`src/rtl/spi_slave_regs_if.sv`:
```
// SPI pin, local-update and write-report signals of spi_slave_regs, with the
// slave view for the responder and the master view for whatever drives it.
interface spi_slave_regs_if;
  logic       spi_sclk_i;
  logic       spi_cs_n_i;
  logic       spi_sdi_i;
  logic       spi_sdo_o;
  logic       spi_sdo_oe_o;
  logic       upd_i;
  logic [2:0] upd_addr_i;
  logic [7:0] upd_data_i;
  logic       wr_stb_o;
  logic [5:0] wr_addr_o;
  logic [7:0] wr_data_o;
  logic       frame_err_o;

  modport slave (
    input  spi_sclk_i, spi_cs_n_i, spi_sdi_i, upd_i, upd_addr_i, upd_data_i,
    output spi_sdo_o, spi_sdo_oe_o, wr_stb_o, wr_addr_o, wr_data_o, frame_err_o
  );

  modport master (
    output spi_sclk_i, spi_cs_n_i, spi_sdi_i, upd_i, upd_addr_i, upd_data_i,
    input  spi_sdo_o, spi_sdo_oe_o, wr_stb_o, wr_addr_o, wr_data_o, frame_err_o
  );
endinterface

```
`src/rtl/spi_slave_regs.sv`:
```
// Mode-3 SPI responder over an 8-byte register file, pins oversampled on clk_i (strobes 3 cycles after pins,
// commit 4); no backpressure, the SPI master sets the pace. SPI_SLAVE_AUTOINC_EN enables burst access.
module spi_slave_regs #(
  parameter logic [7:0] DEVID = 8'hE5
) (
  input  logic             clk_i,
  input  logic             rst_n_i,
  spi_slave_regs_if.slave  bus
);

  typedef enum logic [1:0] {S_IDLE, S_CMD, S_DATA, S_DONE} state_t;

  state_t      state_q, state_d;
  logic [2:0]  sclk_sr, cs_sr;
  logic [1:0]  sdi_sr;
  logic [2:0]  bit_cnt;
  logic [7:0]  shift_q, tx_q, pend_data;
  logic [5:0]  addr_q, pend_addr, wr_addr_q;
  logic [7:0]  wr_data_q;
  logic        rw_q, sdo_q, more_q, commit_q, wr_stb_q, frame_err_q;
  logic [7:0]  regs_q [0:7];
  logic        cmd_done, byte_done, abort;

  wire sclk_rise = sclk_sr[1] & ~sclk_sr[2];
  wire sclk_fall = ~sclk_sr[1] & sclk_sr[2];
  wire cs_fall   = ~cs_sr[1] & cs_sr[2];
  wire cs_rise   = cs_sr[1] & ~cs_sr[2];
  wire sdi_s     = sdi_sr[1];
  wire [7:0] rx_byte = {shift_q[6:0], sdi_s};
  wire in_frame  = (state_q == S_CMD) || (state_q == S_DATA);
  wire shift_en  = in_frame && sclk_rise && !cs_rise;
  wire rd_phase  = (state_q == S_DATA) && rw_q;
  wire tx_en     = rd_phase && sclk_fall && !cs_rise;

  function automatic logic [7:0] rd_byte(input logic [5:0] a);
    if (a == 6'd0)             return DEVID;
    else if (a[5:3] == 3'd0)   return regs_q[a[2:0]];
    else                       return 8'h00;
  endfunction

  // Idle levels: SCLK high (mode 3), CS_N deasserted.
  always_ff @(posedge clk_i or negedge rst_n_i) begin
    if (!rst_n_i) begin
      sclk_sr <= 3'b111;
      cs_sr   <= 3'b111;
      sdi_sr  <= 2'b00;
    end else begin
      sclk_sr <= {sclk_sr[1:0], bus.spi_sclk_i};
      cs_sr   <= {cs_sr[1:0], bus.spi_cs_n_i};
      sdi_sr  <= {sdi_sr[0], bus.spi_sdi_i};
    end
  end

  always_ff @(posedge clk_i or negedge rst_n_i) begin
    if (!rst_n_i) state_q <= S_IDLE;
    else          state_q <= state_d;
  end

  always_comb begin
    state_d   = state_q;
    cmd_done  = 1'b0;
    byte_done = 1'b0;
    abort     = 1'b0;
    unique case (state_q)
      S_IDLE: if (cs_fall) state_d = S_CMD;
      S_CMD: begin
        if (cs_rise) begin
          state_d = S_IDLE;
          abort   = 1'b1;
        end else if (sclk_rise && bit_cnt == 3'd7) begin
          state_d  = S_DATA;
          cmd_done = 1'b1;
        end
      end
      S_DATA: begin
        if (cs_rise) begin
          state_d = S_IDLE;
          // Clean end only on a byte boundary after at least one data byte.
          abort   = !(more_q && bit_cnt == 3'd0);
        end else if (sclk_rise && bit_cnt == 3'd7) begin
          byte_done = 1'b1;
`ifndef SPI_SLAVE_AUTOINC_EN
          state_d   = S_DONE;
`endif
        end
      end
      S_DONE: if (cs_sr[1]) state_d = S_IDLE;
      default: state_d = S_IDLE;
    endcase
  end

  always_ff @(posedge clk_i or negedge rst_n_i) begin
    if (!rst_n_i) begin
      bit_cnt     <= 3'd0;
      shift_q     <= 8'h00;
      tx_q        <= 8'h00;
      rw_q        <= 1'b0;
      addr_q      <= 6'd0;
      sdo_q       <= 1'b0;
      more_q      <= 1'b0;
      commit_q    <= 1'b0;
      pend_addr   <= 6'd0;
      pend_data   <= 8'h00;
      wr_stb_q    <= 1'b0;
      wr_addr_q   <= 6'd0;
      wr_data_q   <= 8'h00;
      frame_err_q <= 1'b0;
    end else begin
      commit_q    <= 1'b0;
      frame_err_q <= abort;
      wr_stb_q    <= commit_q;
      if (commit_q) begin
        wr_addr_q <= pend_addr;
        wr_data_q <= pend_data;
      end
      if (state_q == S_IDLE && cs_fall) begin
        bit_cnt <= 3'd0;
        more_q  <= 1'b0;
      end
      if (shift_en) begin
        shift_q <= rx_byte;
        bit_cnt <= bit_cnt + 3'd1;
      end
      if (cmd_done) begin
        rw_q   <= rx_byte[7];
        addr_q <= rx_byte[5:0];
        tx_q   <= rd_byte(rx_byte[5:0]);
        sdo_q  <= 1'b0;
      end
      if (tx_en) begin
        sdo_q <= tx_q[7];
        tx_q  <= {tx_q[6:0], 1'b0};
      end
      if (byte_done) begin
        more_q    <= 1'b1;
        commit_q  <= ~rw_q;
        pend_addr <= addr_q;
        pend_data <= rx_byte;
`ifdef SPI_SLAVE_AUTOINC_EN
        addr_q    <= addr_q + 6'd1;
        tx_q      <= rd_byte(addr_q + 6'd1);
`endif
      end
    end
  end

  // The SPI commit is applied last so it overrides a same-address local write.
  always_ff @(posedge clk_i or negedge rst_n_i) begin
    if (!rst_n_i) begin
      for (int i = 0; i < 8; i++) regs_q[i] <= 8'h00;
    end else begin
      if (bus.upd_i && bus.upd_addr_i != 3'd0)
        regs_q[bus.upd_addr_i] <= bus.upd_data_i;
      if (commit_q && pend_addr[5:3] == 3'd0 && pend_addr[2:0] != 3'd0)
        regs_q[pend_addr[2:0]] <= pend_data;
    end
  end

  assign bus.spi_sdo_o    = rd_phase & sdo_q;
  assign bus.spi_sdo_oe_o = rd_phase;
  assign bus.wr_stb_o     = wr_stb_q;
  assign bus.wr_addr_o    = wr_addr_q;
  assign bus.wr_data_o    = wr_data_q;
  assign bus.frame_err_o  = frame_err_q;

endmodule
```
`src/flat_wrapper.sv`:
```
// flat-port wrapper written by rule: the top's interface ports become plain ports
module spi_slave_regs_flat 
#(
  parameter logic [7:0] DEVID = 8'hE5
)
  (clk_i, rst_n_i, bus_spi_sclk_i, bus_spi_cs_n_i, bus_spi_sdi_i, bus_upd_i, bus_upd_addr_i, bus_upd_data_i, bus_spi_sdo_o, bus_spi_sdo_oe_o, bus_wr_stb_o, bus_wr_addr_o, bus_wr_data_o, bus_frame_err_o);
  spi_slave_regs_if bus_i ();
  input  logic clk_i;
  input  logic rst_n_i;
  input wire logic [$bits(bus_i.spi_sclk_i)-1:0] bus_spi_sclk_i;
  input wire logic [$bits(bus_i.spi_cs_n_i)-1:0] bus_spi_cs_n_i;
  input wire logic [$bits(bus_i.spi_sdi_i)-1:0] bus_spi_sdi_i;
  input wire logic [$bits(bus_i.upd_i)-1:0] bus_upd_i;
  input wire logic [$bits(bus_i.upd_addr_i)-1:0] bus_upd_addr_i;
  input wire logic [$bits(bus_i.upd_data_i)-1:0] bus_upd_data_i;
  output wire logic [$bits(bus_i.spi_sdo_o)-1:0] bus_spi_sdo_o;
  output wire logic [$bits(bus_i.spi_sdo_oe_o)-1:0] bus_spi_sdo_oe_o;
  output wire logic [$bits(bus_i.wr_stb_o)-1:0] bus_wr_stb_o;
  output wire logic [$bits(bus_i.wr_addr_o)-1:0] bus_wr_addr_o;
  output wire logic [$bits(bus_i.wr_data_o)-1:0] bus_wr_data_o;
  output wire logic [$bits(bus_i.frame_err_o)-1:0] bus_frame_err_o;
  assign bus_i.spi_sclk_i = bus_spi_sclk_i;
  assign bus_i.spi_cs_n_i = bus_spi_cs_n_i;
  assign bus_i.spi_sdi_i = bus_spi_sdi_i;
  assign bus_i.upd_i = bus_upd_i;
  assign bus_i.upd_addr_i = bus_upd_addr_i;
  assign bus_i.upd_data_i = bus_upd_data_i;
  assign bus_spi_sdo_o = bus_i.spi_sdo_o;
  assign bus_spi_sdo_oe_o = bus_i.spi_sdo_oe_o;
  assign bus_wr_stb_o = bus_i.wr_stb_o;
  assign bus_wr_addr_o = bus_i.wr_addr_o;
  assign bus_wr_data_o = bus_i.wr_data_o;
  assign bus_frame_err_o = bus_i.frame_err_o;
  spi_slave_regs #(.DEVID(DEVID)) u_core (.clk_i(clk_i), .rst_n_i(rst_n_i), .bus(bus_i));
endmodule
```
`config.mk`:
```
export PLATFORM = sky130hd
export DESIGN_NAME = spi_slave_regs_flat
export DESIGN_NICKNAME = d
export VERILOG_FILES = /design/src/rtl/spi_slave_regs_if.sv /design/src/rtl/spi_slave_regs.sv /design/src/flat_wrapper.sv
export SDC_FILE = /design/constraint.sdc
export NUM_CORES = 1
export LEC_CHECK = 0
export CAP_MARGIN = 20
export CORE_ASPECT_RATIO = 2
export CORE_UTILIZATION = 60
export CTS_CLUSTER_DIAMETER = 60
export CTS_CLUSTER_SIZE = 14
export DETAILED_ROUTE_END_ITERATION = 8
export PLACE_DENSITY = 0.89
export SYNTH_ARGS = -nofsm -noshare
export SYNTH_HDL_FRONTEND = slang
export SYNTH_SLANG_ARGS = --single-unit
```
`constraint.sdc`:
```
create_clock -name clk_i -period 4.1 [get_ports clk_i]
set_input_delay 0.41 -clock clk_i [delete_from_list [all_inputs] [get_ports clk_i]]
set_output_delay 0.41 -clock clk_i [all_outputs]
set_load 0.005 [all_outputs]
```
### Yosys cells after proc, flatten, opt, wreduce, memory -nomap -nowiden

Cells that the tools add are included.

* $add $sub $neg: 1
* order comparisons: 5
* equal/unequal tests: 8
* mux-type cells: 36
* bitwise gates (word level): 13
* reductions and logical operators: 27

Operators with widths (number)
* $bwmux W64: 2
* $mux W64: 2
* $mux W8: 8
* $demux W8 S3: 2
* $bmux W8 S3: 1
* $logic_and A1 B1 Y1: 13
* $ge A4 B4 Y1 const B: 3
* $mux W2: 6
* $not A3 Y4: 3
* $mux W1: 11
* $logic_not A3 Y1: 3
* $lt A4 B1 Y1 const B: 2
* $pmux W2 S4: 1
* $logic_not A6 Y1: 1
* $mux W3: 2
* $ne A3 B2 Y1 const B: 2
* $reduce_bool A2 Y1: 3
* $reduce_bool A3 Y1: 2
* $and A1 B1 Y1: 5
* $not A1 Y1: 5
* $eq A2 B2 Y1 const B: 2
* $ne A2 B1 Y1 const B: 2
* $reduce_and A4 Y1: 1
* $add A3 B1 Y3 const B: 1
* other kinds (6): 7

* register bits after elaboration: 132
* output and inout port bits: 18

### Longest topological paths before layout

Gate-level depths: netlist (run 1).

* word-level depth: 9
* gate-level depth with buffers: 7
* depth with buffers taken out: 6

### Least setup slack after synthesis (run 1)

OpenSTA, ideal clock, no wires.

* path kind: reg2reg
* from: reg u_core.bit_cnt[0]
* to: reg u_core.pend_data[0]
* setup time: 125 ps
* arrival: 1791 ps
* data required time: 3975 ps
* setup slack: 2185 ps
* stages on the path, launching flop included: 7
* clock period less this slack: 1915 ps
* cell sequence: dfrtp_1 ha_1 ha_1 and3b_1 nand3_1 buf_2 mux2_2

* word-level cells in the longest chain between the ends: 5

RTL lines
* start: declaration: line spi_slave_regs.sv:16 `logic [2:0] bit_cnt;`
* start signal: assignment: line spi_slave_regs.sv:122 `bit_cnt <= bit_cnt + 3'd1;`
* $eq A3 B3 Y1: line spi_slave_regs.sv:80 `end else if (sclk_rise && bit_cnt == 3'd7) begin`
* $logic_and A1 B1 Y1: line spi_slave_regs.sv:80
* $mux W1: line spi_slave_regs.sv:80
* $mux W1: line spi_slave_regs.sv:76 `if (cs_rise) begin`
* $mux W1: line spi_slave_regs.sv:64 `unique case (state_q)`
* end signal: assignment: line spi_slave_regs.sv:138 `pend_data <= rx_byte;`
* end: declaration: line spi_slave_regs.sv:17 `logic [7:0] shift_q, tx_q, pend_data;`

Every way passes these cells.
A chain may end at the register's enable or synchronous reset.

### Worst setup path after layout (run 1)

* from: reg u_core.sdi_sr[1]
* to: reg u_core.tx_q[1]

* word-level cells in the longest chain between the ends: 8
* elaborated cells between the ends (all ways): 9
* those cells by class: mux: 7; bitwise: 1; reduce/logical: 1

RTL lines
* start: declaration: line spi_slave_regs.sv:15 `logic [1:0] sdi_sr;`
* start signal: assignment: line spi_slave_regs.sv:50 `sdi_sr <= {sdi_sr[0], bus.spi_sdi_i};`
* $not A3 Y4 (not written as such): line spi_slave_regs.sv:37 `else if (a[5:3] == 3'd0) return regs_q[a[2:0]];`
* $bmux W8 S3: line spi_slave_regs.sv:37
* $mux W8 (not written as such) (2 in a row): line spi_slave_regs.sv:37
* $mux W8: line spi_slave_regs.sv:37
* $mux W8 *: line spi_slave_regs.sv:36 `if (a == 6'd0) return DEVID;`
* $mux W8 *: line spi_slave_regs.sv:124 `if (cmd_done) begin`
* $mux W8 *: line spi_slave_regs.sv:130 `if (tx_en) begin`
* end signal: assignment: line spi_slave_regs.sv:127 `tx_q <= rd_byte(rx_byte[5:0]);`
* end signal: assignment: line spi_slave_regs.sv:132 `tx_q <= {tx_q[6:0], 1'b0};`
* end: declaration: line spi_slave_regs.sv:17

Mark *: on every way between the ends. The rest lies on a longest branch, timed or not. The select of a mux whose other input is x is not followed.

==> results of run 1 <==
synthesized netlist by cell type, types with 7 or more instances:
cell type,n,share of area [%]
dfrtp_1,118,50
a21oi_1,54,4.6
nor2_1,51,3.3
buf_2,9,0.77
o21ai_0,11,0.94
a221o_1,11,1.9
clkbuf_1,24,1.5
o21ai_1,12,1.0
nand3_1,7,0.60
mux2_2,43,8.3
nand4b_1,7,1.0
mux2i_1,64,11
inv_1,14,0.90
ha_1,7,1.5
nand2_1,26,1.7
report_power, final:
group,internal [mW],switching (mW)
registers,1.40,0.169
clock network,0.999,0.544
logic,0.299,0.354
state kept, by name, indices dropped and copies added, names as in the netlist, 2 cells and up:
register and cells:
u_core.sclk_sr 3, u_core.cs_sr 3, u_core.regs_q 56, u_core.addr_q 6, u_core.pend_addr 6, u_core.tx_q 8, u_core.bit_cnt 3, u_core.bus.wr_addr_o 6
u_core.sdi_sr 2, u_core.bus.wr_data_o 8, u_core.state_q 2, u_core.shift_q 7, u_core.pend_data 8
area by class of cell:
cell class	count	area [um^2]	share of cell area, %
clock buffer	21	470	6.83
clock inverter	11	141	2.05
inverter	14	52.6	0.763
multi-input combinational	345	2550	37.0
sequential	124	3110	45.2
tap	130	163	2.36
timing repair buffer	40	400	5.81
final timing paths:
kind | to | cells past startpoint | startpoint | slack [ps]
min | u_core.regs_q[14] | 1 | rst_n_i | 20
min in group clk_i | u_core.cs_sr[1] | 0 | u_core.cs_sr[0] | 350
max reg2reg | u_core.tx_q[1] | 6 | u_core.sdi_sr[1] | 1620
min reg2reg | u_core.cs_sr[1] | 0 | u_core.cs_sr[0] | 350
max | u_core.tx_q[1] | 6 | u_core.sdi_sr[1] | 1620
max in group asynchronous | u_core.regs_q[19] | 2 | rst_n_i | 3230
through the flow:
stage	hold slack, ps	std cells	worst slack [ps]
5_1_grt	80.9	685	1550
3_3_place_gp	346	651	1570
2_1_floorplan	114	521	2180
4_1_cts	45.3	684	1530
3_5_place_dp	347	652	1580
6_report	24.4	685	1620
cell families (layout without fill, tap and decap cells):
group                      count (synthesis)  count (layout)  share of synthesized area (%)
buffers and inverters                     52              86                           3.61
muxes                                    108             108                           19.6
DFF                                      124             124                           53.1
AOI/OAI and AO/OA                        112             112                           11.9
adders and majority gates                  7               7                           1.49
and+or+nand+nor                          118             118                           10.4
routing by layer:
metal  vias to the layer above  wire length, um
li1                       1913                -
met1                      2169             5270
met2                       225             7950
met3                        69              915
met4                         0              928
met5                         -                0
==> flow_metrics.env, run 1 <==
export IMPL_cts_buffers=17
export IMPL_max_freq_mhz=403
export IMPL_synth_nets=545
export IMPL_dp_hpwl_mm=9.82
export IMPL_dieHeight_um=142
export IMPL_routed_wirelength_mm=15.1
export IMPL_power_mw=3.76
export IMPL_first_iter_violations=490
export IMPL_htreeDepth=4
export IMPL_endpoint_kind="flip-flop"
export IMPL_syn_area_mm2=0.00586
export IMPL_min_period_over_period_pct=60.5
export IMPL_fin_tns_setup_ps=0
export IMPL_rows=50
export IMPL_cp_slowest_cell="dfrtp_1"
export IMPL_io_pins=35
export IMPL_cp_top_family="flip-flops"
export IMPL_avgSynthCellArea_um2=11.2
export IMPL_utilization_pct=72.9
export IMPL_gr_usage_met2_pct=54.2
export IMPL_clock_path_buffers=2
export IMPL_grt_pass1_wl_mm=23.3
export IMPL_n_antenna_cell=0
export IMPL_critPathBufInv=2
export IMPL_cts_sinks=124
export IMPL_dpl_instance_area_mm2=0.00626
export IMPL_cts_tree="done"
export IMPL_drv_cap=0
export IMPL_grt_usage_pct=31.5
export IMPL_hp_class="input port to asynchronous set/reset pin"
export IMPL_power_density_mw_per_mm2=547
export IMPL_place_gp_congestion=0.915
export IMPL_crit_type="flip-flop to flip-flop"
export IMPL_tightestPinTransition_ps=1140
export IMPL_required_ps=4400
export IMPL_drc=0
export IMPL_ys_flop_type="dfrtp_1"
export IMPL_drive_gt1_share_pct=17.3
export IMPL_fill_cells=611
export IMPL_post_cts_repair_setup_buffers=0
export IMPL_postCtsResizedCells=0
export IMPL_vias=4376
export IMPL_area_growth_synth_to_final_pct=17.5
export IMPL_portBuffers=34
export IMPL_synth_warnings=0
export IMPL_synth_cells=521
export IMPL_period_needed_ps=2480
export IMPL_die_w_um=71.9
export IMPL_initial_core_util_pct=62.0
export IMPL_use_met1_pct=33.3
export IMPL_p_leak_nw=3.29
export IMPL_drv_slew=0
export IMPL_antenna_found_initial=0
export IMPL_critPathMaxStageDelay_ps=710
export IMPL_antenna_left=0
export IMPL_layout_commonest_cell="dfrtp_1"
export IMPL_root_buffer="clkbuf_16"
export IMPL_dr_pass1_iters=6
export IMPL_status="complete, no violations"
export IMPL_synth_seq_cells=124
export IMPL_rsz0062_at_grt="false"
export IMPL_hold_violations=0
export IMPL_slew_limit_headroom_pct=23.4
export IMPL_overflow=0
export IMPL_die_area_mm2=0.0102
export IMPL_clk_latency_ps=430
export IMPL_skew_ps=10.4
export IMPL_grt_pass1_vias=4410
export IMPL_critPathMaxFanout=19
export IMPL_synth_edf_count=0
export IMPL_start_kind="flip-flop"
export IMPL_cp_arrival_ps=2780
export IMPL_grt_max_degree=75
export IMPL_wl_per_cell_um=22.0
export IMPL_yosysUniqueCellTypes=48
export IMPL_nets=566
export IMPL_async_reset_ff_share_pct=100
export IMPL_grt_use_met3_pct=6.75
export IMPL_core_area_mm2=0.00945
export IMPL_via_per_inst=6.39
export IMPL_busiest_layer="met2"
export IMPL_final_cell_mix="dfrtp_1, mux2i_1, a21oi_1, nor2_1, mux2_2"
export IMPL_worstPathCellList="buf_4 > mux2_2 > a221oi_1 > a2111oi_0 > dlymetal6s2s_1 > a221o_1"
export IMPL_setup_viol=0
export IMPL_yosysSeqAreaShare_pct=53.1
export IMPL_hold_buffers=0
export IMPL_cts_clk_slew_worst_paths_ps=60
export IMPL_fin_area_mm2=0.00689
export IMPL_ir_drop_mv=0.644
No activity file was read; power rests on OpenSTA's default activity.
==> run 2, diff against run 1 <==
Settings changed: CORE_UTILIZATION 60 to 53, PLACE_DENSITY 0.89 to 0.84.
Clock period 4.1 ns to 2.09 ns, I/O delays scaled along.
==> run 2 against run 1 <==
Final cell count grew 5.7%. Hold slack better by 180 ps. Combinational power grew 130%. Via count is 1.3% higher. Final area rose by 3.1%. Count of clock-buffer cells in the layout rose by 1. Total power up 90%. Clock power is 71% higher. Sequential power grew 93%. Flip-flop and latch count stayed put. Largest power group unchanged.
==> flow_metrics.env, run 2 (synthesis results as in run 1) <==
export IMPL_grt_usage_pct=28.6
export IMPL_r2r_end="u_core.tx_q[4]"
export IMPL_drv_cap=0
export IMPL_drc=0
export IMPL_antenna_left=0
export IMPL_layout_commonest_cell="dfrtp_1"
export IMPL_final_cell_mix="dfrtp_1, mux2i_1, a21oi_1, nor2_1, mux2_2"
export IMPL_tightestPinTransition_ps=583
export IMPL_fin_area_mm2=0.00710
export IMPL_n_antenna_cell=0
export IMPL_holdPathEnd="u_core.cs_sr[0]"
export IMPL_rows=54
export IMPL_first_iter_violations=406
export IMPL_netSwitchingFraction_pct=29.9
export IMPL_grt_max_degree=42
export IMPL_cp_arrival_ps=1800
export IMPL_wl_per_cell_um=21.0
export IMPL_ir_drop_mv=0.806
export IMPL_max_freq_mhz=497
export IMPL_min_period_over_period_pct=96.2
export IMPL_drv_slew=0
export IMPL_combPwrFrac_pct=20.7
export IMPL_switching_power_mw=2.14
export IMPL_root_buffer="clkbuf_16"
export IMPL_fill_cells=781
export IMPL_vias=4434
export IMPL_hold_slack_ps=209
export IMPL_dpl_cell_count=690
export IMPL_htreeDepth=4
export IMPL_largest_register="u_core.regs_q"
export IMPL_cts_tree="done"
export IMPL_hold_start="bus_spi_cs_n_i"
export IMPL_drive_gt1_share_pct=22.3
export IMPL_cp_top_family="buffers and inverters"
export IMPL_endpoint_kind="output pin"
export IMPL_worstPathCellList="inv_2 > ha_4 > and2_1 > clkdlybuf4s50_1"
export IMPL_dp_hpwl_mm=10.4
export IMPL_dpl_instance_area_mm2=0.00650
export IMPL_reg2reg_depth=8
export IMPL_routed_wirelength_mm=15.2
export IMPL_portBuffers=34
export IMPL_hp_class="input port to flip-flop"
export IMPL_crit_type="flip-flop to output pin"
export IMPL_cts_sinks=124
export IMPL_dieHeight_um=151
export IMPL_critPathMaxFanout=8
export IMPL_power_density_mw_per_mm2=1010
export IMPL_nets=595
export IMPL_required_ps=1880
export IMPL_cts_clk_slew_worst_paths_ps=50
export IMPL_overflow=0
export IMPL_grt_pass1_vias=4601
export IMPL_critPathMaxStageDelay_ps=530
export IMPL_slew_limit_headroom_pct=61.1
export IMPL_cp_slowest_cell="clkdlybuf4s50_1"
export IMPL_cts_buffers=17
export IMPL_hold_violations=0
export IMPL_p_int_mw=5.02
export IMPL_status="complete, no violations"
export IMPL_clk_latency_ps=420
export IMPL_period_needed_ps=2010
export IMPL_antenna_found_initial=0
export IMPL_initial_core_util_pct=54.2
export IMPL_setup_viol=0
export IMPL_r2r_start="u_core.state_q[1]"
export IMPL_largest_reg_flops=56
export IMPL_seqPwrFrac_pct=42.4
export IMPL_die_area_mm2=0.0115
export IMPL_via_per_inst=6.12
export IMPL_critPathBufInv=2
export IMPL_place_gp_congestion=0.940
export IMPL_die_w_um=76.4
export IMPL_io_pins=35
export IMPL_clkPwrFrac_pct=36.9
export IMPL_final_cell_count_no_fill=724
export IMPL_dr_pass1_iters=7
export IMPL_core_area_mm2=0.0108
export IMPL_area_growth_synth_to_final_pct=21.2
export IMPL_skew_ps=8.53
export IMPL_rsz0062_at_grt="false"
export IMPL_clock_path_buffers=2
export IMPL_grt_pass1_wl_mm=24.2
export IMPL_start_kind="flip-flop"
export IMPL_startpoint="u_core.state_q[0]"
export IMPL_r2r_slack_ps=120
export IMPL_p_leak_nw=3.38
export IMPL_hold_path_depth=1
==> run 2: how the worst max path moves through the flow <==
stage,end,cells after the start
after floorplan,u_core.pend_data[0],6
after global placement,u_core.tx_q[3],7
after detailed placement,u_core.tx_q[3],7
after CTS,u_core.tx_q[3],7
after global routing,bus_spi_sdo_oe_o,4
final,bus_spi_sdo_oe_o,4
==> run 2: layout make-up <==
type / instances / area, um^2 / share of cell area [%]
Sequential cell: 124 / 3110 / 43.8
Clock inverter: 10 / 67.6 / 0.951
Inverter: 14 / 52.6 / 0.740
Tap cell: 140 / 175 / 2.47
Timing Repair Buffer: 69 / 628 / 8.84
Multi-Input combinational cell: 345 / 2590 / 36.5
Clock buffer: 22 / 474 / 6.67
==> run 2: power groups by stage <==
stage	clock network, mW	logic (mW)	registers (mW)
after detailed placement	0	1.39	3.05
after global placement	0	1.31	3.02
after global routing	2.77	1.60	3.06
final	2.64	1.48	3.03
after floorplan	0	0.933	2.95
after CTS	2.67	1.42	3.01
==> run 2: through the flow <==
step | utilization, % | power, mW | setup TNS [ps] | worst slack [ps]
2_1_floorplan | - | 3.88 | 0 | 175
3_3_place_gp | 60.1 | 4.33 | 0 | 90.8
3_5_place_dp | 60.1 | 4.44 | -93.3 | -93.3
4_1_cts | 65.3 | 7.10 | -111 | -36.9
5_1_grt | 65.7 | 7.44 | 0 | 12.1
6_report | 65.7 | 7.16 | 0 | 79.7
==> run 2: timing repair <==
action | 4_1_cts | 5_1_grt
gates resized for setup | 2 | 9
setup buffers | 0 | 1
endpoints found under the setup margin | 4 | 5
hold buffers | 1 | 0
endpoints found under the hold margin | 31 | 0
==> run 2: layer usage <==
metal / track usage [%] / wire, um
met5: 0 / 0
met4: 23.0 / 1090
met3: 6.85 / 693
met2: 51.2 / 8210
met1: 27.6 / 5180
==> run 3, diff against run 2 <==
Settings changed: CORE_MARGIN set to 2.
==> run 3 against run 2 <==
Final area hardly changed. Register-to-register slack got worse by 20 ps. Wire length increased by 1.2%. Non-clock buffer count shrank 1. Via count up 0.77%. Critical endpoint unchanged. Die area grew 4.0%. Count of clock-buffer cells in the layout increased by 2. Sequential power is essentially flat.
==> flow_metrics.env, run 3 (synthesis results as in run 1) <==
export IMPL_wirelength_met1_mm=5.31
export IMPL_layout_commonest_cell="dfrtp_1"
export IMPL_required_ps=1880
export IMPL_utilization_pct=65.7
export IMPL_critPathMaxFanout=8
export IMPL_skew_ps=17.7
export IMPL_largest_reg_flops=56
export IMPL_cts_clk_slew_worst_paths_ps=50
export IMPL_drc=0
export IMPL_final_cell_mix="dfrtp_1, mux2i_1, a21oi_1, nor2_1, mux2_2"
export IMPL_dp_hpwl_mm=10.4
export IMPL_top_layer_used="met4"
export IMPL_power_mw=7.29
export IMPL_hp_class="input port to flip-flop"
export IMPL_portBuffers=34
export IMPL_htreeDepth=4
export IMPL_drive_gt1_share_pct=21.3
export IMPL_r2r_slack_ps=100
export IMPL_grt_max_degree=49
export IMPL_clkPwrFrac_pct=38.5
export IMPL_cts_sinks=124
export IMPL_clock_path_buffers=2
export IMPL_first_iter_violations=477
export IMPL_vias=4468
export IMPL_seqPwrFrac_pct=41.8
export IMPL_cp_top_family="buffers and inverters"
export IMPL_crit_type="flip-flop to output pin"
export IMPL_critPathBufInv=2
export IMPL_switching_power_mw=2.07
export IMPL_min_period_over_period_pct=96.2
export IMPL_die_area_mm2=0.0120
export IMPL_ir_drop_mv=0.811
export IMPL_io_pins=35
export IMPL_slew_limit_headroom_pct=59.0
export IMPL_start_kind="flip-flop"
export IMPL_place_gp_congestion=0.964
export IMPL_netSwitchingFraction_pct=28.4
export IMPL_reg2reg_depth=5
export IMPL_area_growth_synth_to_final_pct=21.2
export IMPL_setup_viol=0
export IMPL_routed_wl_met2_mm=8.24
export IMPL_grt_pass1_wl_mm=24.7
export IMPL_clk_latency_ps=420
export IMPL_wl_per_cell_um=21.3
export IMPL_largest_register="u_core.regs_q"
export IMPL_r2r_end="u_core.tx_q[3]"
export IMPL_power_density_mw_per_mm2=1030
export IMPL_critPathMaxStageDelay_ps=520
export IMPL_cts_buffers=17
export IMPL_n_antenna_cell=0
export IMPL_overflow=0
export IMPL_dieHeight_um=153
export IMPL_routed_wl_met3_um=834
export IMPL_root_buffer="clkbuf_16"
export IMPL_cts_tree="done"
export IMPL_max_freq_mhz=497
export IMPL_antenna_found_initial=0
export IMPL_antenna_left=0
export IMPL_period_needed_ps=2010
export IMPL_combPwrFrac_pct=19.7
export IMPL_holdPathEnd="u_core.cs_sr[0]"
export IMPL_endpoint_kind="output pin"
export IMPL_drv_cap=0
export IMPL_hold_start="bus_spi_cs_n_i"
export IMPL_grt_usage_pct=27.4
export IMPL_cp_arrival_ps=1800
export IMPL_hold_violations=0
export IMPL_core_area_mm2=0.0108
export IMPL_dr_pass1_iters=5
export IMPL_p_leak_nw=3.39
export IMPL_p_int_mw=5.22
export IMPL_hold_path_depth=1
export IMPL_routed_wirelength_mm=15.4
export IMPL_die_w_um=78.4
export IMPL_rows=54
export IMPL_fin_tns_setup_ps=0
export IMPL_hold_slack_ps=217
export IMPL_nets=594
export IMPL_cp_slowest_cell="clkdlybuf4s50_1"
export IMPL_rsz0062_at_grt="false"
export IMPL_via_per_inst=6.19
export IMPL_drv_slew=0
export IMPL_r2r_start="u_core.sdi_sr[1]"
export IMPL_grt_pass1_vias=4787
export IMPL_initial_core_util_pct=54.2
export IMPL_worstPathCellList="inv_2 > ha_4 > and2_1 > clkdlybuf4s50_1"
export IMPL_tightestPinTransition_ps=616
export IMPL_status="complete, no violations"
export IMPL_fill_cells=806
==> run 3: cell types whose count changed in the layout (fill, tap and decap cells not counted) <==
cell and change:
dfrtp_1 +1, clkinv_2 -1, a2111oi_4 -1, clkinv_4 -2
clkbuf_1 +3, dfrtp_2 -1, bufinv_16 +2, clkinvlp_4 -2
clkbuf_8 -1, a2111oi_2 +1, buf_4 -1
==> run 3: cell type report <==
type | instances | area, um^2 | share of cell area, %
Clock buffer | 24 | 472 | 6.64
Clock inverter | 7 | 90.1 | 1.27
Inverter | 14 | 52.6 | 0.740
Multi-Input combinational cell | 345 | 2580 | 36.4
Sequential cell | 124 | 3110 | 43.8
Tap cell | 140 | 175 | 2.47
Timing Repair Buffer | 68 | 621 | 8.74
==> run 3: worst max path at each step <==
| stage | end | from | cells past startpoint |
|---|---|---|---|
| floorplan | u_core.pend_data[0] | u_core.bit_cnt[0] | 6 |
| global placement | u_core.tx_q[4] | u_core.state_q[0] | 6 |
| detailed placement | u_core.tx_q[2] | u_core.state_q[0] | 6 |
| CTS | u_core.tx_q[4] | u_core.state_q[1] | 7 |
| global route | bus_spi_sdo_o | u_core.state_q[0] | 4 |
| finish | bus_spi_sdo_oe_o | u_core.state_q[0] | 4 |
==> run 3: timing repair <==
action	4_1_cts	5_1_grt
hold endpoints to repair	40	0
buffers inserted	0	1
setup endpoints to repair	2	5
hold buffers	1	0
gates resized for setup	2	7
pin swaps	0	0
==> run 3: worst register-to-register path, cell delays in order, from the launching register on <==
cell and delay, ps:
dfrtp_1 440, mux2_2 370, a221oi_1 520, a2111oi_2 90, buf_4 160, a221o_1 270
==> run 3: metal layers <==
layer | vias up | global-route usage, %
met2 | 214 | 48.9
met3 | 71 | 6.10
met4 | 0 | 17.3
li1 | 1972 | -
met5 | - | 0
met1 | 2211 | 28.2
==> run 3: through the flow <==
stage | worst slack [ps] | std cells | instance area [um^2]
after floorplan | 175 | 521 | 5860
after global placement | 180 | 689 | 6490
after detailed placement | 29.0 | 689 | 6490
after CTS | 7.70 | 721 | 7080
after global routing | 11.2 | 722 | 7100
final | 79.0 | 722 | 7100
==> run 3: power by group through the flow <==
| stage | clock network, mW | registers, mW | logic (mW) |
|---|---|---|---|
| final | 2.81 | 3.05 | 1.44 |
| after global routing | 2.95 | 3.07 | 1.59 |
| after CTS | 2.83 | 3.03 | 1.40 |
| after detailed placement | 0 | 3.05 | 1.37 |
| after global placement | 0 | 3.02 | 1.30 |
| after floorplan | 0 | 2.95 | 0.933 |
